File: config.mk
export PLATFORM = sky130hd
export DESIGN_NAME = proc_seq_ctrl
export DESIGN_NICKNAME = d
export VERILOG_FILES = /design/src/rtl/proc_pkg.sv /design/src/rtl/proc_seq_wdog.sv /design/src/rtl/proc_seq_ctrl.sv
export SDC_FILE = /design/constraint.sdc
export NUM_CORES = 1
export LEC_CHECK = 0
export CELL_PAD_IN_SITES_DETAIL_PLACEMENT = 0
export CELL_PAD_IN_SITES_GLOBAL_PLACEMENT = 1
export CORE_MARGIN = 1
export CORE_UTILIZATION = 35
export DETAILED_ROUTE_END_ITERATION = 10
export PLACE_DENSITY = 0.84
export SYNTH_ARGS = -nofsm -noshare
export SYNTH_HDL_FRONTEND = slang
export SYNTH_SLANG_ARGS = --single-unit
export TNS_END_PERCENT = 20
File: constraint.sdc
create_clock -name Clock -period 3.6 [get_ports Clock]
set_input_delay 0.72 -clock Clock [delete_from_list [all_inputs] [get_ports Clock]]
set_output_delay 0.72 -clock Clock [all_outputs]
set_load 0.1 [all_outputs]
File: src/rtl/proc_pkg.sv
// Shared encodings for the instruction sequencer: FSM states, opcode and error codes.
package proc_pkg;

    typedef enum logic [2:0] {
        ST_IDLE    = 3'd0,
        ST_FETCH   = 3'd1,
        ST_DECODE  = 3'd2,
        ST_ISSUE   = 3'd3,
        ST_EXEC    = 3'd4,
        ST_HALTED  = 3'd5,
        ST_ERROR   = 3'd6
    } state_t;

    localparam logic [2:0] OP_MV   = 3'b000;
    localparam logic [2:0] OP_MVT  = 3'b001;
    localparam logic [2:0] OP_ADD  = 3'b010;
    localparam logic [2:0] OP_SUB  = 3'b011;
    localparam logic [2:0] OP_HALT = 3'b111;

    localparam logic [1:0] ERR_NONE    = 2'b00;
    localparam logic [1:0] ERR_ILLEGAL = 2'b01;
    localparam logic [1:0] ERR_WDOG    = 2'b10;
    localparam logic [1:0] ERR_SPUR    = 2'b11;

    // True for opcodes 100..110, which the core cannot complete; 111 is HALT.
    function automatic logic is_illegal_op(input logic [2:0] op);
        return op[2] && (op != OP_HALT);
    endfunction

    function automatic logic is_busy_state(input state_t st);
        return !((st == ST_IDLE) || (st == ST_HALTED) || (st == ST_ERROR));
    endfunction

endpackage

File: src/rtl/proc_seq_wdog.sv
// Execution watchdog: loadable saturating up-counter whose terminal flag marks
// the last cycle before LIMIT is reached.
module proc_seq_wdog #(
    parameter int LIMIT = 8
) (
    input  logic clk,
    input  logic rst,
    input  logic load,
    input  logic en,
    output logic expire
);

    localparam int CW = $clog2(LIMIT + 1);
    localparam logic [CW-1:0] LAST = CW'(LIMIT - 1);
    localparam logic [CW-1:0] TOP  = CW'(LIMIT);

    logic [CW-1:0] cnt_r;

    // Count enabled cycles, restarting on load and saturating at LIMIT.
    always_ff @(posedge clk) begin
        if (rst) begin
            cnt_r <= {CW{1'b0}};
        end else if (load) begin
            cnt_r <= {CW{1'b0}};
        end else if (en && (cnt_r != TOP)) begin
            cnt_r <= cnt_r + CW'(1'b1);
        end else begin
            cnt_r <= cnt_r;
        end
    end

    assign expire = (cnt_r == LAST);

endmodule

File: src/rtl/proc_seq_ctrl.sv
// Instruction sequencer: fetches words from program memory, issues them to the
// multicycle core with a one-cycle Run pulse and supervises completion.
module proc_seq_ctrl
    import proc_pkg::*;
#(
    parameter int AW      = 8,
    parameter int TIMEOUT = 8
) (
    input  logic          Clock,
    input  logic          Reset,
    input  logic          Start,
    input  logic          Stop,
    output logic [AW-1:0] MemAddr,
    output logic          MemRd,
    input  logic [15:0]   MemData,
    output logic [15:0]   DIN,
    output logic          Run,
    input  logic          Done,
    output logic [AW-1:0] PC,
    output logic [15:0]   InstrCount,
    output logic          Busy,
    output logic          Halted,
    output logic          Error,
    output logic [1:0]    ErrCode
);

    state_t        state_r;
    state_t        state_nxt_s;
    logic [AW-1:0] pc_r;
    logic [15:0]   icount_r;
    logic [15:0]   din_r;
    logic [1:0]    errcode_r;
    logic          stop_pending_r;
    logic          run_r;
    logic          memrd_r;
    logic          busy_r;
    logic          halted_r;
    logic          error_r;

    logic          pc_inc_s;
    logic          clr_s;
    logic          icount_inc_s;
    logic          err_set_s;
    logic [1:0]    err_val_s;
    logic          wd_load_s;
    logic          wd_en_s;
    logic          wd_expire_s;
    logic [2:0]    op_s;

    assign op_s = MemData[15:13];

    proc_seq_wdog #(
        .LIMIT (TIMEOUT)
    ) u_wdog (
        .clk    (Clock),
        .rst    (Reset),
        .load   (wd_load_s),
        .en     (wd_en_s),
        .expire (wd_expire_s)
    );

    // Next-state and per-state control strobes.
    always_comb begin
        state_nxt_s  = state_r;
        pc_inc_s     = 1'b0;
        clr_s        = 1'b0;
        icount_inc_s = 1'b0;
        err_set_s    = 1'b0;
        err_val_s    = ERR_NONE;
        wd_load_s    = 1'b0;
        wd_en_s      = 1'b0;
        case (state_r)
            ST_IDLE: begin
                if (Start) begin
                    state_nxt_s = ST_FETCH;
                end else begin
                    state_nxt_s = ST_IDLE;
                end
            end
            ST_FETCH: begin
                if (Done) begin
                    state_nxt_s = ST_ERROR;
                    err_set_s   = 1'b1;
                    err_val_s   = ERR_SPUR;
                end else begin
                    state_nxt_s = ST_DECODE;
                end
            end
            ST_DECODE: begin
                if (Done) begin
                    state_nxt_s = ST_ERROR;
                    err_set_s   = 1'b1;
                    err_val_s   = ERR_SPUR;
                end else if (op_s == OP_HALT) begin
                    state_nxt_s = ST_HALTED;
                end else if (is_illegal_op(op_s)) begin
                    state_nxt_s = ST_ERROR;
                    err_set_s   = 1'b1;
                    err_val_s   = ERR_ILLEGAL;
                end else begin
                    state_nxt_s = ST_ISSUE;
                end
            end
            ST_ISSUE: begin
                pc_inc_s  = 1'b1;
                wd_load_s = 1'b1;
                if (Done) begin
                    state_nxt_s = ST_ERROR;
                    err_set_s   = 1'b1;
                    err_val_s   = ERR_SPUR;
                end else begin
                    state_nxt_s = ST_EXEC;
                end
            end
            ST_EXEC: begin
                wd_en_s = 1'b1;
                // Done beats a simultaneous timeout; a Stop arriving with Done still counts.
                if (Done) begin
                    icount_inc_s = 1'b1;
                    if (stop_pending_r || Stop) begin
                        state_nxt_s = ST_IDLE;
                    end else begin
                        state_nxt_s = ST_FETCH;
                    end
                end else if (wd_expire_s) begin
                    state_nxt_s = ST_ERROR;
                    err_set_s   = 1'b1;
                    err_val_s   = ERR_WDOG;
                end else begin
                    state_nxt_s = ST_EXEC;
                end
            end
            ST_HALTED, ST_ERROR: begin
                if (Start) begin
                    clr_s       = 1'b1;
                    state_nxt_s = ST_FETCH;
                end else begin
                    state_nxt_s = state_r;
                end
            end
            default: begin
                state_nxt_s = ST_IDLE;
            end
        endcase
    end

    // State, datapath registers and status outputs (decoded from next state).
    always_ff @(posedge Clock) begin
        if (Reset) begin
            state_r        <= ST_IDLE;
            pc_r           <= {AW{1'b0}};
            icount_r       <= 16'h0000;
            din_r          <= 16'h0000;
            errcode_r      <= ERR_NONE;
            stop_pending_r <= 1'b0;
            run_r          <= 1'b0;
            memrd_r        <= 1'b0;
            busy_r         <= 1'b0;
            halted_r       <= 1'b0;
            error_r        <= 1'b0;
        end else begin
            state_r <= state_nxt_s;

            if (clr_s) begin
                pc_r <= {AW{1'b0}};
            end else if (pc_inc_s) begin
                pc_r <= pc_r + AW'(1'b1);
            end

            if (clr_s) begin
                icount_r <= 16'h0000;
            end else if (icount_inc_s) begin
                icount_r <= icount_r + 16'h0001;
            end

            if (state_r == ST_DECODE) begin
                din_r <= MemData;
            end

            if (clr_s) begin
                errcode_r <= ERR_NONE;
            end else if (err_set_s) begin
                errcode_r <= err_val_s;
            end

            if (clr_s || (state_nxt_s == ST_IDLE)) begin
                stop_pending_r <= 1'b0;
            end else if (Stop && (is_busy_state(state_r) || ((state_r == ST_IDLE) && Start))) begin
                stop_pending_r <= 1'b1;
            end

            run_r    <= (state_nxt_s == ST_ISSUE);
            memrd_r  <= (state_nxt_s == ST_FETCH);
            busy_r   <= is_busy_state(state_nxt_s);
            halted_r <= (state_nxt_s == ST_HALTED);
            error_r  <= (state_nxt_s == ST_ERROR);
        end
    end

    assign MemAddr    = pc_r;
    assign PC         = pc_r;
    assign MemRd      = memrd_r;
    assign DIN        = din_r;
    assign Run        = run_r;
    assign InstrCount = icount_r;
    assign Busy       = busy_r;
    assign Halted     = halted_r;
    assign Error      = error_r;
    assign ErrCode    = errcode_r;

endmodule

==> results.toml <==
[run_status]
outcome = "complete, no violations"

[min_path]
holdPathEnd = "DIN[12]$_SDFFE_PP0P_"
whs_path_depth = 2
holdCritStartpoint = "DIN[12]$_SDFFE_PP0P_"
min_path_type = "register to register"

[sta]
fmax_ghz = 0.377
final-hold-violation-count = 0
slew_headroom_pct = 32.2
rsz0062_at_grt = "no"
fin_skew_ns = 0.0115
tightest_slew_ns = 1.01
setup_viol = 0
min_period_ns = 2.65
slew_violations = 0
fin_setup_tns_ns = 0
post-route-period-util_pct = 73.6
timing.final.ws_setup_ns = 0.951

[global_route]
grt_max_degree = 24
grt.total_usage_pct = 14.4
grt_first_pass_wirelength_um = 8540
grt_overflow_total = 0
grt_antenna_before_repair = 0
grt_pass1_vias = 1891

[critical_path]
cp_slowest_cell = "clkdlybuf4s50_1"
rr_endpoint = "DIN[15]$_SDFFE_PP0P_"
reg2reg_depth = 4
crit_arrival_ns = 1.93
cp_max_fo = 6
crit_family = "buffers and inverters"
crit_buf_inv = 1
endpoint_kind = "output pin"
required_ns = 2.88
critPathLaunchType = "register"
path_class = "register to output pin"
rr_startpoint = "state_r[1]$_SDFF_PP0_"
cp_slowest_stage_delay_ns = 1.18
crit_chain = "clkdlybuf4s50_1"
r2r_slack_ns = 1.62

[die]
core_area_um2 = 6790
io-pin-count = 76
start_util_pct = 36.1
fp.dieW_um = 85.7
die_y_um = 85.7
std_cell_rows = 30
fp.dieArea_um2 = 7340

[cts]
ctsHtreeMaxLevel = 2
cts_tree = "built"
cts_buffer_depth = 2
post_cts_buffers = 0
clk_pin_slew_ns = 0.10
cts_sinks = 55
clk_latency_ns = 0.30
root_buffer = "clkbuf_8"
hold_buffers = 0
cts_resized = 0
cts_buffers = 5

[routing]
firstDrtPassIters = 6
postRouteAntennaNets = 0
wl_met2_um = 2320
first_iter_violations = 68
drc = 0
dr_wl_met3_um = 397
wire_per_inst_um = 11.7
top_layer = "met3"
num_vias = 2113
avgViaCountPerCell = 4.69
drt-met1-wl_um = 2540
drt-total-wl_um = 5260

[pwr]
leakagePower_uw = 0.00114
switching_share_pct = 36.5
intPower_uw = 898
power.switching_uw = 515
seqPwrFrac_pct = 47.9
power.total_uw = 1410
p_clk_share_pct = 23.0
peakVddDrop_uv = 229
combinationalPowerShare_pct = 29.0
power_density_nw_per_um2 = 428

[logic_synthesis]
synth_nets = 314
syn_avg_cell_area_um2 = 8.48
ys_seq_area_share_pct = 44.9
ys_seq_elements = 55
yosysUniqueCellTypes = 45
syn_area_um2 = 2450
syn-instance-count = 289
ys_warn_count = 0

[place]
pre_cts_ws_ns = 0.997
io_buffers = 75
hpwl_um = 3920
placed_cell_area_um2 = 3220
gp_congestion = 0.752

[final_layout]
layout-drive-gt1-share_pct = 4.79
antennaDiodeCount = 0
final_area_um2 = 3300
layout_commonest_cell = "clkdlybuf4s50_1"
fillers = 651
layout.nets = 379
final_cell_mix = "75 x clkdlybuf4s50_1, 55 x dfxtp_1, 48 x nand2_1, 38 x nor2_1, 22 x a21oi_1"
area_delta_synth_final_pct = 34.8

[job]
maxCapViolations = 0
per-layer routing:
layer / track usage (%) / vias up
met5: 0 / -
met1: 17.8 / 950
met2: 24.4 / 66
met4: 2.73 / 0
met3: 5.00 / 0
li1: - / 1097
worst max-delay path by stage:
stage | startpoint | end | slack, ns | depth (start not counted)
detailed placement | Done | stop_pending_r$_SDFFE_PP0P_ | 1.0 | 5
floorplan | InstrCount[0]$_SDFFE_PP0P_ | InstrCount[12]$_SDFFE_PP0P_ | 1.38 | 5
global route | MemAddr[0]$_SDFFE_PP0N_ | PC[0] | 0.87 | 1
finish | MemAddr[0]$_SDFFE_PP0N_ | MemAddr[0] | 0.95 | 1
CTS | MemAddr[0]$_SDFFE_PP0N_ | MemAddr[0] | 0.93 | 1
global placement | Done | Busy$_SDFF_PP0_ | 1.04 | 5
layout make-up:
type                            count  area, um2  share of cell area (%)
Inverter                            7       26.3                   0.796
Timing Repair Buffer               78        773                    23.4
Clock inverter                      2       12.5                   0.379
Clock buffer                        6       72.6                    2.20
Tap cell                           96        120                    3.64
Sequential cell                    55       1100                    33.3
Multi-Input combinational cell    207       1200                    36.2
metrics by stage:
stage / std cells / util [%] / hold slack (ns)
after floorplan: 289 / - / 0.493
after global placement: 443 / 47.3 / 0.441
after detailed placement: 443 / 47.3 / 0.447
after CTS: 451 / 48.6 / 0.460
after global routing: 451 / 48.6 / 0.478
final: 451 / 48.6 / 0.458
registers in the layout, summed over array words and instances, names as in the netlist, 2 cells and up:
register	count
state_r	3
MemAddr	8
DIN	16
u_wdog.cnt_r	4
ErrCode	2
InstrCount	16
Yosys cell counts (all sizes together):
cell | count | area [um2]
nor3 | 9 | 55.1
o21bai | 1 | 11.3
buf | 15 | 108
nor2 | 39 | 149
ha | 4 | 50.1
a31oi | 1 | 6.26
dfxtp | 55 | 1100
maj3 | 1 | 10.0
nor2b | 1 | 6.26
nand3 | 8 | 40.0
a311oi | 1 | 8.76
nand4bb | 2 | 38.8
and4bb | 1 | 12.5
a211oi | 2 | 15.0
or3b | 1 | 8.76
nand4 | 6 | 37.5
o211ai | 1 | 7.51
o22ai | 2 | 12.5
and3 | 3 | 18.8
nor4 | 1 | 6.26
and2 | 1 | 6.26
xor2 | 12 | 105
or3 | 4 | 25.0
and4 | 2 | 17.5
inv | 7 | 26.3
a21oi | 22 | 110
o21ai | 6 | 30.0
xnor2 | 11 | 96.3
nand2 | 48 | 180
a21o | 2 | 15.0
or4b | 1 | 10.0
o21a | 3 | 22.5
nand2b | 5 | 31.3
a21boi | 2 | 15.0
clkbuf | 5 | 18.8
mux2i | 2 | 20.0
a222oi | 1 | 10.0
nand3b | 1 | 7.51
kinds of logic (layout without fill, tap and decap cells):
logic type	count (synthesis)	count (layout)	synth area share, %
fa+ha+maj	5	5	2.45
xor+xnor	23	23	8.22
buf+inv	27	93	6.23
compound gates	44	44	10.8
flops	55	55	44.9
simple gates	133	133	26.6
mux	2	2	0.817
tightest hold or removal path, stage by stage, from the launching register on:
cell and delay [ns]:
dfxtp_1 0.32, nand2_1 0.05, a21oi_1 0.05
power groups by stage:
stage	Combinational (uW)	Sequential (uW)	Clock, uW
final	410	677	325
after global routing	433	684	364
after CTS	413	678	339
after detailed placement	412	691	0
after global placement	410	691	0
after floorplan	145	859	0
No activity file was read; power rests on OpenSTA's default activity.
